--- src/rtl/button_debounce_pkg.sv ---
// Shared types and default timing constants for the push-button conditioning path.
package button_pkg;

  typedef enum logic [1:0] {
    IDLE,
    PRESS_WAIT,
    PRESSED,
    RELEASE_WAIT
  } btn_state_t;

  localparam int unsigned CLK_HZ          = 10_000_000;
  localparam int unsigned DEB_CYCLES_DEF  = CLK_HZ / 100;
  localparam int unsigned LONG_CYCLES_DEF = CLK_HZ;

  // Normalise a synchronised pin sample to 1 = pressed.
  function automatic logic pin_to_pressed(input logic pin, input bit active_low);
    return pin ^ active_low;
  endfunction

endpackage

--- src/rtl/button_debounce_sync_2ff.sv ---
// Generic 1-bit two-flop synchroniser with a configurable reset value.
module sync_2ff #(
  parameter logic RESET_VAL = 1'b0
) (
  input  logic clk,
  input  logic rst,
  input  logic d,
  output logic q
);

  logic meta;

  always_ff @(posedge clk) begin
    if (!rst) begin
      meta <= RESET_VAL;
      q    <= RESET_VAL;
    end else begin
      meta <= d;
      q    <= meta;
    end
  end

endmodule

--- src/rtl/button_debounce.sv ---
// Push-button conditioner: synchronise, debounce, and derive press/release/long-press
// strobes plus a wrapping press counter.
module button_debounce
  import button_pkg::*;
#(
  parameter int unsigned DEB_CYCLES     = DEB_CYCLES_DEF,
  parameter int unsigned LONG_CYCLES    = LONG_CYCLES_DEF,
  parameter bit          BTN_ACTIVE_LOW = 1'b1
) (
  input  logic       clk,
  input  logic       rst,
  input  logic       btn_raw,
  output logic       btn_level,
  output logic       btn_press,
  output logic       btn_release,
  output logic       long_press,
  output logic [3:0] press_count
);

  localparam int unsigned DW = $clog2(DEB_CYCLES);
  localparam int unsigned HW = $clog2(LONG_CYCLES);

  localparam logic [DW-1:0] DEB_LAST  = DW'(DEB_CYCLES - 1);
  localparam logic [HW-1:0] HOLD_LAST = HW'(LONG_CYCLES - 1);
  localparam logic [HW-1:0] HOLD_FIRE = HW'(LONG_CYCLES - 2);

  logic          pin_sync;
  logic          s;
  btn_state_t    state;
  logic [DW-1:0] dcnt;
  logic [HW-1:0] hcnt;
  logic          long_flag;

  sync_2ff #(
    .RESET_VAL(BTN_ACTIVE_LOW)
  ) u_sync (
    .clk(clk),
    .rst(rst),
    .d  (btn_raw),
    .q  (pin_sync)
  );

  assign s = pin_to_pressed(pin_sync, BTN_ACTIVE_LOW);

  always_ff @(posedge clk) begin
    if (!rst) begin
      state       <= IDLE;
      dcnt        <= '0;
      hcnt        <= '0;
      long_flag   <= 1'b0;
      btn_level   <= 1'b0;
      btn_press   <= 1'b0;
      btn_release <= 1'b0;
      long_press  <= 1'b0;
      press_count <= '0;
    end else begin
      btn_press   <= 1'b0;
      btn_release <= 1'b0;
      long_press  <= 1'b0;

      case (state)
        IDLE: begin
          if (s) begin
            state <= PRESS_WAIT;
            dcnt  <= '0;
          end
        end

        PRESS_WAIT: begin
          if (!s) begin
            state <= IDLE;
          end else if (dcnt == DEB_LAST) begin
            state       <= PRESSED;
            hcnt        <= '0;
            btn_press   <= 1'b1;
            btn_level   <= 1'b1;
            press_count <= press_count + 4'd1;
          end else begin
            dcnt <= dcnt + 1'b1;
          end
        end

        PRESSED: begin
          // Strobe on the edge hcnt reaches its last value so it lands
          // LONG_CYCLES-1 edges after btn_press; the flag blocks re-firing.
          if (hcnt != HOLD_LAST) begin
            hcnt <= hcnt + 1'b1;
          end
          if (hcnt == HOLD_FIRE && !long_flag) begin
            long_press <= 1'b1;
            long_flag  <= 1'b1;
          end
          if (!s) begin
            state <= RELEASE_WAIT;
            dcnt  <= '0;
          end
        end

        RELEASE_WAIT: begin
          if (s) begin
            state <= PRESSED;
          end else if (dcnt == DEB_LAST) begin
            state       <= IDLE;
            btn_release <= 1'b1;
            btn_level   <= 1'b0;
            long_flag   <= 1'b0;
          end else begin
            dcnt <= dcnt + 1'b1;
          end
        end

        default: state <= IDLE;
      endcase
    end
  end

endmodule

--- config.mk ---
export PLATFORM = sky130hd
export DESIGN_NAME = button_debounce
export DESIGN_NICKNAME = d
export VERILOG_FILES = /design/src/rtl/button_debounce_pkg.sv /design/src/rtl/button_debounce_sync_2ff.sv /design/src/rtl/button_debounce.sv
export SDC_FILE = /design/constraint.sdc
export NUM_CORES = 1
export LEC_CHECK = 0
export ABC_AREA = 1
export CORE_MARGIN = 4
export CORE_UTILIZATION = 55
export CTS_CLUSTER_DIAMETER = 30
export DETAILED_ROUTE_END_ITERATION = 12
export PLACE_DENSITY = 0.76
export SYNTH_ARGS = -nofsm -noshare
export SYNTH_HDL_FRONTEND = slang
export SYNTH_HIERARCHICAL = 1
export SYNTH_SLANG_ARGS = --single-unit
export TNS_END_PERCENT = 30
--- constraint.sdc ---
create_clock -name clk -period 1.6 [get_ports clk]
set_clock_uncertainty 0.05 [all_clocks]
set_input_delay 0.16 -clock clk [delete_from_list [all_inputs] [get_ports clk]]
set_output_delay 0.16 -clock clk [all_outputs]
set_load 0.02 [all_outputs]
==> results of run 1 <==
## critical path, stage by stage (launching register included)
cell and delay (ps):
dfxtp_2 370, ha_4 150, nand2_4 70, nor2_4 120, nand2_2 70, nor2_4 170
nand3_4 130, nand2_8 120, clkbuf_16 160, nand3_2 50, a21oi_1 140
## final timing paths
| check | from | end | slack (ps) | cells past startpoint |
|---|---|---|---|---|
| setup / recovery | dcnt[0]$_SDFFE_PN0P_ | hcnt[5]$_SDFFE_PN0P_ | -80 | 10 |
| hold / removal | btn_raw | u_sync/meta$_SDFF_PN1_ | 310 | 3 |
| setup reg to reg | dcnt[0]$_SDFFE_PN0P_ | hcnt[5]$_SDFFE_PN0P_ | -80 | 10 |
| hold reg to reg | u_sync/meta$_SDFF_PN1_ | u_sync/q$_SDFF_PN1_ | 360 | 2 |
## repair_timing
action | in CTS | in global routing
setup buffers | 5 | 3
gates resized for setup | 18 | 79
pin swaps | 1 | 19
endpoints found under the setup margin | 43 | 52
gates cloned | 1 | 2
hold endpoints to repair | 0 | 0
## power by group through the flow
stage	clock network [mW]	registers [mW]	logic [mW]
after CTS	0.765	1.35	0.0912
final	0.763	1.35	0.0999
after global routing	0.829	1.35	0.107
after floorplan	0	1.38	0.0419
after detailed placement	0	1.38	0.0745
after global placement	0	1.38	0.0738
## cell usage after synthesis, types with 2 or more instances
| cell | number | area, sq um |
|---|---|---|
| inv_2 | 2 | 7.51 |
| clkbuf_1 | 3 | 11.3 |
| nand4_1 | 12 | 75.1 |
| nor2_4 | 2 | 22.5 |
| inv_1 | 63 | 236 |
| o31ai_1 | 2 | 15.0 |
| nor2_2 | 2 | 12.5 |
| nand3_2 | 3 | 30.0 |
| dfxtp_1 | 54 | 1080 |
| buf_2 | 5 | 25.0 |
| o21ai_0 | 15 | 75.1 |
| nor3_1 | 15 | 75.1 |
| or2_2 | 3 | 18.8 |
| nand2_2 | 6 | 37.5 |
| a21oi_1 | 32 | 160 |
| buf_6 | 2 | 22.5 |
| xnor2_1 | 4 | 35.0 |
| nand2_1 | 136 | 510 |
| nand3_1 | 45 | 225 |
| nor2_1 | 79 | 297 |
| xor2_1 | 5 | 43.8 |
| ha_1 | 4 | 50.1 |
## cells in the final DEF (no fill, tap or decap), drive strengths merged
| cell type | count |
|---|---|
| inv | 65 |
| dfxtp | 54 |
| o31ai | 2 |
| nand4 | 12 |
| buf | 66 |
| xnor2 | 4 |
| a21oi | 32 |
| dlymetal6s2s | 1 |
| nand2 | 142 |
| clkinvlp | 1 |
| nor3b | 1 |
| o21ai | 16 |
| nor2 | 83 |
| a31o | 1 |
| nand3 | 49 |
| xor2 | 5 |
| clkbuf | 8 |
| clkdlybuf4s50 | 9 |
| nor3 | 15 |
| ha | 4 |
| or2 | 3 |
## area by class of cell
| cell class | instances | area share, % |
|---|---|---|
| Clock buffer | 6 | 1.74 |
| Clock inverter | 1 | 0.180 |
| Inverter | 65 | 6.14 |
| Multi-Input combinational cell | 369 | 47.1 |
| Sequential cell | 54 | 26.3 |
| Tap cell | 72 | 2.16 |
| Timing Repair Buffer | 78 | 16.4 |
## kinds of logic (layout without fill, tap and decap cells)
kind of cell,Yosys count,after routing
adder cells (fa/ha/maj),4,4
buffers and inverters,76,150
XOR/XNOR,9,9
AO/OA/AOI/OAI,51,51
flip-flops,54,54
AND/OR/NAND/NOR,305,305
## through the flow
stage                     instances  setup WS (ps)  utilization [%]  cell area (sq um)  setup TNS, ps
after floorplan                 499           4.73                -               3140              0
after global placement          629          -1.57             67.2               3700          -1.57
after detailed placement        629          -64.2             67.2               3700           -833
after CTS                       642          -13.0             71.1               3920          -25.3
after global routing            645           -210             75.8               4180          -4690
final                           645          -80.6             75.8               4180          -1090
## routing by layer
| metal | up-vias | track usage, % | share of wire (%) |
|---|---|---|---|
| li1 | 1729 | - | - |
| met1 | 1670 | 35.2 | 42 |
| met2 | 204 | 40.2 | 47 |
| met3 | 29 | 5.36 | 8.7 |
| met4 | 0 | 6.24 | 2.2 |
| met5 | - | 0 | 0 |
==> impl_results.md, run 1 <==
* Final Setup Violations at 30
* CP endpoint kind: flop
* Die area at 6950 sq um
* Max Slew Vio Count at 0
* Die Ht at 83.4 um
* Lkg Pwr at 1.67 nW
* Multiplexer area fraction after synthesis at 0%
* Number of global-route vias before repair at 3,217
* Cells after synthesis at 499
* Biggest regs: hcnt: 24 flops, dcnt: 17 flops, press_count: 4 flops
* First-pass GRT wire length at 14,700 um
* Status: complete, but fails checks
* Flops & latches, synth at 54
* Synth Warn # at 6
* Initial antenna violation count at 0
* CP startpoint kind: flop
* Post-Synth XOR/XNOR Area at 2.52%
* Seq/Total Area, Yosys at 34.6%
* Chip width at 83.4 um
* Post-cts hold buffer count at 0
* Via count of the routed design at between 3,000 and 4,000
* Initial DRT Pass Iterations at 7
* Fill count at 386
* CTS Buf Count at 5
* Ys async rst share at 0%
* Gpl congestion at between 0.9 and 1
* Fmax at 595 MHz
* GR Util All Layers at 25.4%
* H-tree levels at 2
* Worst IR Drop VDD at approximately 0.48 mV
* Routed wire per std cell at 14.8 um
* PD cells at 529 nW/um^2
* IO Pins at 11
* FF+latch area at 1100 sq um
* Required time worst endpoint at 1790 ps
* Fin. Hold Viols at 0
* Footprint of the multi-input gates at 1970 sq um
* Simple-gate share of the synthesized area at 42.5%
* Distinct cell type count after synthesis at 27
* Post-Synth Adder-Cell Area at about 1.6%
* Compound-Gate Fraction of Synth Area at under 10%
* Clock share of power at 34.5%
* Max transition margin at 77.6%
* Unrepaired setup endpoints after global routing: yes
* Final critical-path setup slack at -80.6 ps
* Tightest Pin Transition at 336 ps
* Detailed Place HPWL at 6040 um
* Starting Density at between 50% and 60%
* Vias per cell at 5.63
* P_sw at ~530 uW
* Int Power at 1.68 mW
* Type of the worst setup path: reg2reg
* Core ar. at 5510 sq um
* Period utilization at 105%
* Synth Cell Area at 3130 sq um
* Max Cap Viol at 0
* Row Count at 27
* Worst hold margin at 314 ps
* Top FF cell, synth: dfxtp_1
* # diodes at 0
* Post-synth EDFFs at 0
* Routed Antenna Nets at 0
* Count of nets after finishing at 580
* CTS clk-pin slew, worst paths at about 100 ps
* Sequential share of power at approximately three fifths
* Largest family of logic cells by synthesized area: simple AND/OR/NAND/NOR gates
* Crit Path Max Fanout at 9
* Gr ovfl total at 0
* Violated checks: negative setup slack
* Final wirelength at 9540 um
* Layout area overhead at 33.6%
* Post-synthesis net count at a little over 500
* Clock Latency Late Sink at between 300 and 400 ps
* Clock sinks at 54
* Longest Clk Path Bufs at 2
* Total Power at between 2 and 2.5 mW
* Sw Share at 23.9%
* Max reg flops at 24
* Root Driver: clkbuf_8
* Min cycle time layout at 1680 ps
* Layout cells sized above 1 at 27.7%
* Comb power frac at 4.5%
* Port bufs at 10
* Register with the most flip-flops: hcnt
* Hold crit path type: in2reg
* DR DRC count at 0
* Critical path data arrival time at 1870 ps
* Pin count of the biggest net entering global routing at 20
* Post-synthesis area per instance at between 6 and 7 sq um
* First DRT Iteration DRCs at 426
* CTS tree: built
Power figures use the tool's default switching activity.
==> run 2, diff against run 1 <==
--- a/config.mk
+++ b/config.mk
@@ -7,10 +7,9 @@
 export LEC_CHECK = 0
 export ABC_AREA = 1
 export CORE_MARGIN = 4
-export CORE_UTILIZATION = 55
+export CORE_UTILIZATION = 30
 export CTS_CLUSTER_DIAMETER = 30
 export DETAILED_ROUTE_END_ITERATION = 12
-export PLACE_DENSITY = 0.76
 export SYNTH_ARGS = -nofsm -noshare
 export SYNTH_HDL_FRONTEND = slang
 export SYNTH_HIERARCHICAL = 1
==> impl_results.md, run 2 (synthesized netlist as in run 1, its figures left out) <==
* Status: complete, but fails checks
* Violated checks: negative setup slack
* Reg-to-reg slack, setup at -70 ps (+20 ps)
* Crit Path Max Fanout at 3 (-6)
* CP endpoint kind: flop
* Crit path capture: hcnt[1]$_SDFFE_PN0P_
* Row Count at 36 (+33%)
* Vias per cell at 4.79 (-15%)
* Pin count of the biggest net entering global routing at 18 (-10%)
* Gpl congestion at 0.971 (+2.7%)
* Type of the worst setup path: reg2reg
* Worst R2R Path Depth at 11 (+1)
* Hold crit path type: in2reg
* # diodes at 0 (unchanged)
* GR Util All Layers at 15.5% (-9.9 points)
* CP startpoint kind: flop
* Initial DRT Pass Iterations at 5 (-2)
* Count of nets after finishing at 590 (+1.7%)
* Tightest Pin Transition at 470 ps (+134 ps)
* Die area at 12,100 sq um (+74%)
* CTS tree: built
* Fmax at 601 MHz (+0.94%)
* Worst IR Drop VDD at 0.540 mV (+13%)
* Layout cells sized above 1 at 28.6% (+0.85 points)
* Core ar. at 9950 sq um (+81%)
* Longest Clk Path Bufs at 2 (unchanged)
* Fin. Hold Viols at 0 (unchanged)
* Biggest regs: hcnt: 24 flops, dcnt: 17 flops, press_count: 4 flops
* IO Pins at 11 (unchanged)
* Critical Path Source: dcnt[1]$_SDFFE_PN0P_
* Pre-CTS setup slack at -91.0 ps (-26.7 ps)
* DR DRC count at 0 (unchanged)
* Max Cap Viol at 0 (unchanged)
* Port bufs at 10 (unchanged)
* Max Slew Vio Count at 0 (unchanged)
* Critical path data arrival time at 1870 ps (about the same)
* Sequential share of power at 55.8% (-5.1 points)
* Chip width at 110 um (+32%)
* Clock share of power at 40.5% (+6.0 points)
* Final Setup Violations at 12 (-60%)
* Int Power at 1.84 mW (+9.6%)
* Clock Latency Late Sink at 330 ps (+20 ps)
* Required time worst endpoint at 1800 ps (about the same)
* Root Driver: clkbuf_8
* Hold-critical path depth at 3 (unchanged)
* Routed wire per std cell at 12.5 um (-16%)
* Number of global-route vias before repair at 3,209 (-0.25%)
* Sw Share at 23.7% (-0.25 points)
* Final critical-path setup slack at -65.0 ps (+15.6 ps)
* P_sw at 572 uW (+8.1%)
* Lkg Pwr at 1.78 nW (+7.0%)
* Commonest non-fill, non-tap cell in the layout: nand2_1
* Non-filler cells, final at 717 (+11%)
* Via count of the routed design at 3,431 (-5.5%)
* H-tree levels at 2 (unchanged)
* Initial antenna violation count at 0 (unchanged)
* Unrepaired setup endpoints after global routing: yes
* Period utilization at 104% (-0.98 points)
* Max reg flops at 24 (unchanged)
* Detailed Place HPWL at 6440 um (+6.5%)
* First DRT Iteration DRCs at 196 (-54%)
* Worst hold margin at 297 ps (-16.4 ps)
* Gr ovfl total at 0 (unchanged)
* Most frequent cells in the layout: nand2_1 (127), buf_4 (71), nor2_1 (65), inv_1 (58), dfxtp_1 (44)
* CTS Buf Count at 5 (unchanged)
* Max transition margin at 68.6% (-8.9 points)
* Die Ht at 110 um (+32%)
* Post-Place Cells at 700 (+11%)
* Min cycle time layout at 1670 ps (-15.6 ps)
* FF-to-FF End: hcnt[1]$_SDFFE_PN0P_
* CTS clk-pin slew, worst paths at 110 ps (about the same)
* R2R Path Start: dcnt[1]$_SDFFE_PN0P_
* Routed Antenna Nets at 0 (unchanged)
* Fill count at 981 (+150%)
* First-pass GRT wire length at 15,100 um (+2.6%)
* Layout area overhead at 38.9%
* Register with the most flip-flops: hcnt
* Clock sinks at 54 (unchanged)
* PD cells at 557 nW/um^2 (+5.1%)
* Final wirelength at 8940 um (-6.3%)
* Comb power frac at 3.7% (-0.8 points)
* Starting Density at 31.4% (-25 points)
-- run 2: cell count changes in the layout (fill, tap and decap cells not counted), sizes merged --
cell / before / now
buf: 66 / 78
clkbuf: 8 / 5
clkdlybuf4s50: 9 / 6
dlymetal6s2s: 1 / 3
bufinv: 0 / 1
clkinvlp: 1 / 2
dlygate4sd2: 0 / 1
-- run 2: cell type report --
| cell class | instances | area (sq um) | area share (%) |
|---|---|---|---|
| Clock inverter | 3 | 45.0 | 1.04 |
| Timing Repair Buffer | 88 | 756 | 17.4 |
| Multi-Input combinational cell | 369 | 1950 | 44.9 |
| Clock buffer | 5 | 68.8 | 1.59 |
| Inverter | 65 | 259 | 5.97 |
| Tap cell | 133 | 166 | 3.83 |
| Sequential cell | 54 | 1100 | 25.3 |
-- run 2: power groups by stage --
stage	combinational, mW	clock (mW)	sequential, mW
6_report	0.0903	0.978	1.35
5_1_grt	0.0986	1.06	1.35
4_1_cts	0.0804	1.00	1.35
3_5_place_dp	0.0787	0	1.38
3_3_place_gp	0.0783	0	1.38
2_1_floorplan	0.0419	0	1.38
-- run 2: metrics by stage --
stage | TNS (ps) | area, sq um | power (mW) | util (%)
finish | -279 | 4340 | 2.42 | 43.6
CTS | -104 | 4150 | 2.43 | 41.7
global route | -4890 | 4340 | 2.51 | 43.6
floorplan | 0 | 3140 | 1.42 | -
detailed placement | -1300 | 3850 | 1.46 | 38.7
global placement | -127 | 3850 | 1.46 | 38.7
-- run 2: critical path, cell delays in order, from the launching register on --
cell     delay (ps)
dfxtp_2         370
ha_4            160
nand2_4          60
nor2_4          100
nand2_2          70
nor2_4          140
nand3_4         120
nand2_8         130
buf_12          120
buf_8           100
o21ai_2          50
nor2_1          120
-- run 2: what timing repair did --
action | in CTS | in global routing
hold buffers | 0 | 0
pin swaps | 10 | 14
gates cloned | 1 | 0
buffers inserted | 4 | 4
resized for setup | 37 | 56
setup endpoints to repair | 34 | 52
-- run 2: how the worst min path moves through the flow --
stage	from	endpoint	slack (ps)
after floorplan	rst	u_sync/meta$_SDFF_PN1_	180
after global placement	u_sync/meta$_SDFF_PN1_	u_sync/q$_SDFF_PN1_	340
after detailed placement	u_sync/meta$_SDFF_PN1_	u_sync/q$_SDFF_PN1_	340
after CTS	btn_raw	u_sync/meta$_SDFF_PN1_	290
after global routing	btn_raw	u_sync/meta$_SDFF_PN1_	310
final	btn_raw	u_sync/meta$_SDFF_PN1_	300
-- run 2: routing by layer --
metal / track usage [%] / wire length, um / vias to the layer above
met4: 4.36 / 177 / 0
met2: 25.3 / 4180 / 91
li1: - / - / 1747
met3: 1.86 / 421 / 13
met5: 0 / 0 / -
met1: 21.5 / 4170 / 1580
==> run 3, diff against run 2 <==
--- a/config.mk
+++ b/config.mk
@@ -12,6 +12,5 @@
 export DETAILED_ROUTE_END_ITERATION = 12
 export SYNTH_ARGS = -nofsm -noshare
 export SYNTH_HDL_FRONTEND = slang
-export SYNTH_HIERARCHICAL = 1
 export SYNTH_SLANG_ARGS = --single-unit
 export TNS_END_PERCENT = 30
==> impl_results.md, run 3 <==
* DR DRC count at 0 (unchanged)
* Worst R2R Path Depth at 8 (-3)
* Worst IR Drop VDD at 0.406 mV (-25%)
* Post-synthesis area per instance at 6.47 sq um (+3.3%)
* Max transition margin at 78.4% (+9.7 points)
* Layout cells sized above 1 at 28.3% (-0.31 points)
* Pin count of the biggest net entering global routing at 24 (+6)
* CP endpoint kind: flop
* Clock Latency Late Sink at 300 ps (-30 ps)
* Sw Share at 23.7% (about the same)
* Initial antenna violation count at 0 (unchanged)
* Hold-critical path depth at 1 (-2)
* FF+latch area at 1090 sq um (-0.11%)
* Chip width at 115 um (+4.6%)
* Gr ovfl total at 0 (unchanged)
* Detailed Place HPWL at 7170 um (+11%)
* Comb power frac at 3.4% (-0.3 points)
* Max reg flops at 24 (unchanged)
* Status: complete, but fails checks
* Starting Density at 31.2% (-0.20 points)
* Fmax at 602 MHz (+0.20%)
* Longest Clk Path Bufs at 2 (unchanged)
* Final critical-path setup slack at -61.7 ps (+3.26 ps)
* Layout area overhead at 33.5%
* Cells after synthesis at 532 (+6.6%)
* Crit Path Max Fanout at 10 (+7)
* Most common library cells after synthesis: nand2_1 (134), nor2_1 (79), nand3_1 (66)
* Footprint of the multi-input gates at 2220 sq um (+14%)
* Root Driver: clkbuf_16
* GR Util All Layers at 15.0% (-0.45 points)
* CP startpoint kind: flop
* Synth area leaders: dfxtp_1 (31%), nand2_1 (15%), nand3_1 (9.6%)
* Top FF cell, synth: dfxtp_1
* Setup TNS at -464 ps (-185 ps)
* Hold crit path type: reg2reg
* Post-synth EDFFs at 0 (unchanged)
* Routed wire per std cell at 13.2 um (+6.3%)
* Final wirelength at 9910 um (+11%)
* Distinct cell type count after synthesis at 29 (+7.4%)
* Row Count at 38 (+5.6%)
* H-tree levels at 2 (unchanged)
* Synth Cell Area at 3440 sq um (+10%)
* Die Ht at 115 um (+4.6%)
* Core ar. at 11,000 sq um (+11%)
* Required time worst endpoint at 1790 ps (about the same)
* Unrepaired setup endpoints after global routing: yes
* CTS clk-pin slew, worst paths at 80 ps (-30 ps)
* PD cells at 559 nW/um^2 (+0.36%)
* Lkg Pwr at 1.64 nW (-8.2%)
* IO Pins at 11 (unchanged)
* Max Cap Viol at 0 (unchanged)
* Die area at 13,200 sq um (+9.3%)
* Int Power at 1.96 mW (+6.3%)
* Clock sinks at 54 (unchanged)
* Most frequent cells in the layout: nand2_1 (133), nor2_1 (67), buf_4 (64), nand3_1 (60), inv_1 (44)
* Count of nets after finishing at 614 (+4.1%)
* Gpl congestion at 0.903 (-7.1%)
* Synth Warn # at 0 (-6)
* Routed Antenna Nets at 0 (unchanged)
* Tightest Pin Transition at 324 ps (-146 ps)
* Type of the worst setup path: reg2reg
* Total Power at 2.57 mW (+6.2%)
* P_sw at 607 uW (+6.1%)
* Via count of the routed design at 3,741 (+9.0%)
* Violated checks: negative setup slack
* Register with the most flip-flops: hcnt
* Number of global-route vias before repair at 3,531 (+10%)
* Initial DRT Pass Iterations at 5 (unchanged)
* CTS tree: built
* Max Slew Vio Count at 0 (unchanged)
* Share of the synthesized area in the top cell type at 31.4% (-3.2 points)
* Period utilization at 104% (-0.20 points)
* Port bufs at 10 (unchanged)
* CTS Buf Count at 5 (unchanged)
* Vias per cell at 5.00 (+4.5%)
* Sequential share of power at 52.5% (-3.3 points)
* First-pass GRT wire length at 16,300 um (+8.1%)
* Cell accounting for the most synthesized area: dfxtp_1
* Ys async rst share at 0% (unchanged)
* Clock share of power at 44.1% (+3.6 points)
* Seq/Total Area, Yosys at 31.4% (-3.2 points)
* # diodes at 0 (unchanged)
* Final Setup Violations at 18 (+6)
* Worst hold margin at 366 ps (+68.5 ps)
* Min cycle time layout at 1660 ps (-3.26 ps)
* Flops & latches, synth at 54 (unchanged)
* Fin. Hold Viols at 0 (unchanged)
* Fill count at 1,142 (+16%)
* Biggest regs: hcnt: 24 flops, dcnt: 17 flops, press_count: 4 flops
* Top-count cell post-synth: nand2_1
* Post-synthesis net count at 539 (+6.5%)
* First DRT Iteration DRCs at 312 (+59%)
* Critical path data arrival time at 1850 ps (-20 ps)
* Commonest non-fill, non-tap cell in the layout: nand2_1
[run 3: cell families (layout without fill, tap and decap cells)]
logic type,after synthesis,count (layout),synth area share (%)
and+or+nand+nor,340,340,45.8
buffers and inverters,71,147,8.84
DFF,54,54,31.4
AOI/OAI and AO/OA,50,50,9.20
xor gates and xnor gates,13,13,3.31
adders and majority gates,4,4,1.45
[run 3: area by class of cell]
class                           instances  share of cell area (%)
Clock buffer                            5                    2.72
Clock inverter                          3                   0.463
Inverter                               54                    4.41
Multi-Input combinational cell        407                    48.3
Sequential cell                        54                    23.8
Tap cell                              140                    3.81
Timing Repair Buffer                   85                    16.5
[run 3: power by group through the flow]
| stage | combinational (mW) | sequential [mW] | clock, mW |
|---|---|---|---|
| floorplan | 0.0445 | 1.38 | 0 |
| global placement | 0.0836 | 1.38 | 0 |
| detailed placement | 0.0844 | 1.38 | 0 |
| CTS | 0.0849 | 1.35 | 1.16 |
| global route | 0.0924 | 1.35 | 1.21 |
| finish | 0.0869 | 1.35 | 1.13 |
[run 3: worst paths after layout]
| kind | start | end | slack, ps |
|---|---|---|---|
| max | hcnt[11]$_SDFFE_PN0P_ | hcnt[3]$_SDFFE_PN0P_ | -60 |
| min reg2reg | u_sync.meta$_SDFF_PN1_ | u_sync.q$_SDFF_PN1_ | 370 |
| max reg2reg | hcnt[11]$_SDFFE_PN0P_ | hcnt[3]$_SDFFE_PN0P_ | -60 |
| min | u_sync.meta$_SDFF_PN1_ | u_sync.q$_SDFF_PN1_ | 370 |
[run 3: metrics by stage]
step,area [sq um],worst slack [ps],cells,util [%]
floorplan,3460,-0.308,532,-
global placement,4190,-82.7,736,38.0
detailed placement,4190,-153,736,38.0
CTS,4420,-17.4,745,40.1
global route,4590,-158,748,41.7
finish,4590,-61.7,748,41.7
[run 3: per-layer routing]
layer  up-vias  track usage [%]  part of all wire (%)
li1       1882                -                     -
met1      1725             20.2                    48
met2       116             25.4                    47
met3        18             1.74                   4.0
met4         0             4.30                   1.9
met5         -                0                     0
[run 3: worst max-delay path, stage by stage (launching register included)]
cell and delay (ps):
dfxtp_1 360, inv_1 90, nand3_1 90, nor2_1 230, nand3_1 160, nand2_4 180, clkbuf_16 190, nand3_1 100
a21oi_2 130
[run 3: timing repair]
action | 4_1_cts | 5_1_grt
pin swaps | 3 | 3
endpoints found under the setup margin | 45 | 48
setup buffers | 0 | 1
resized for setup | 24 | 35
cloned | 1 | 2
hold buffers | 0 | 0
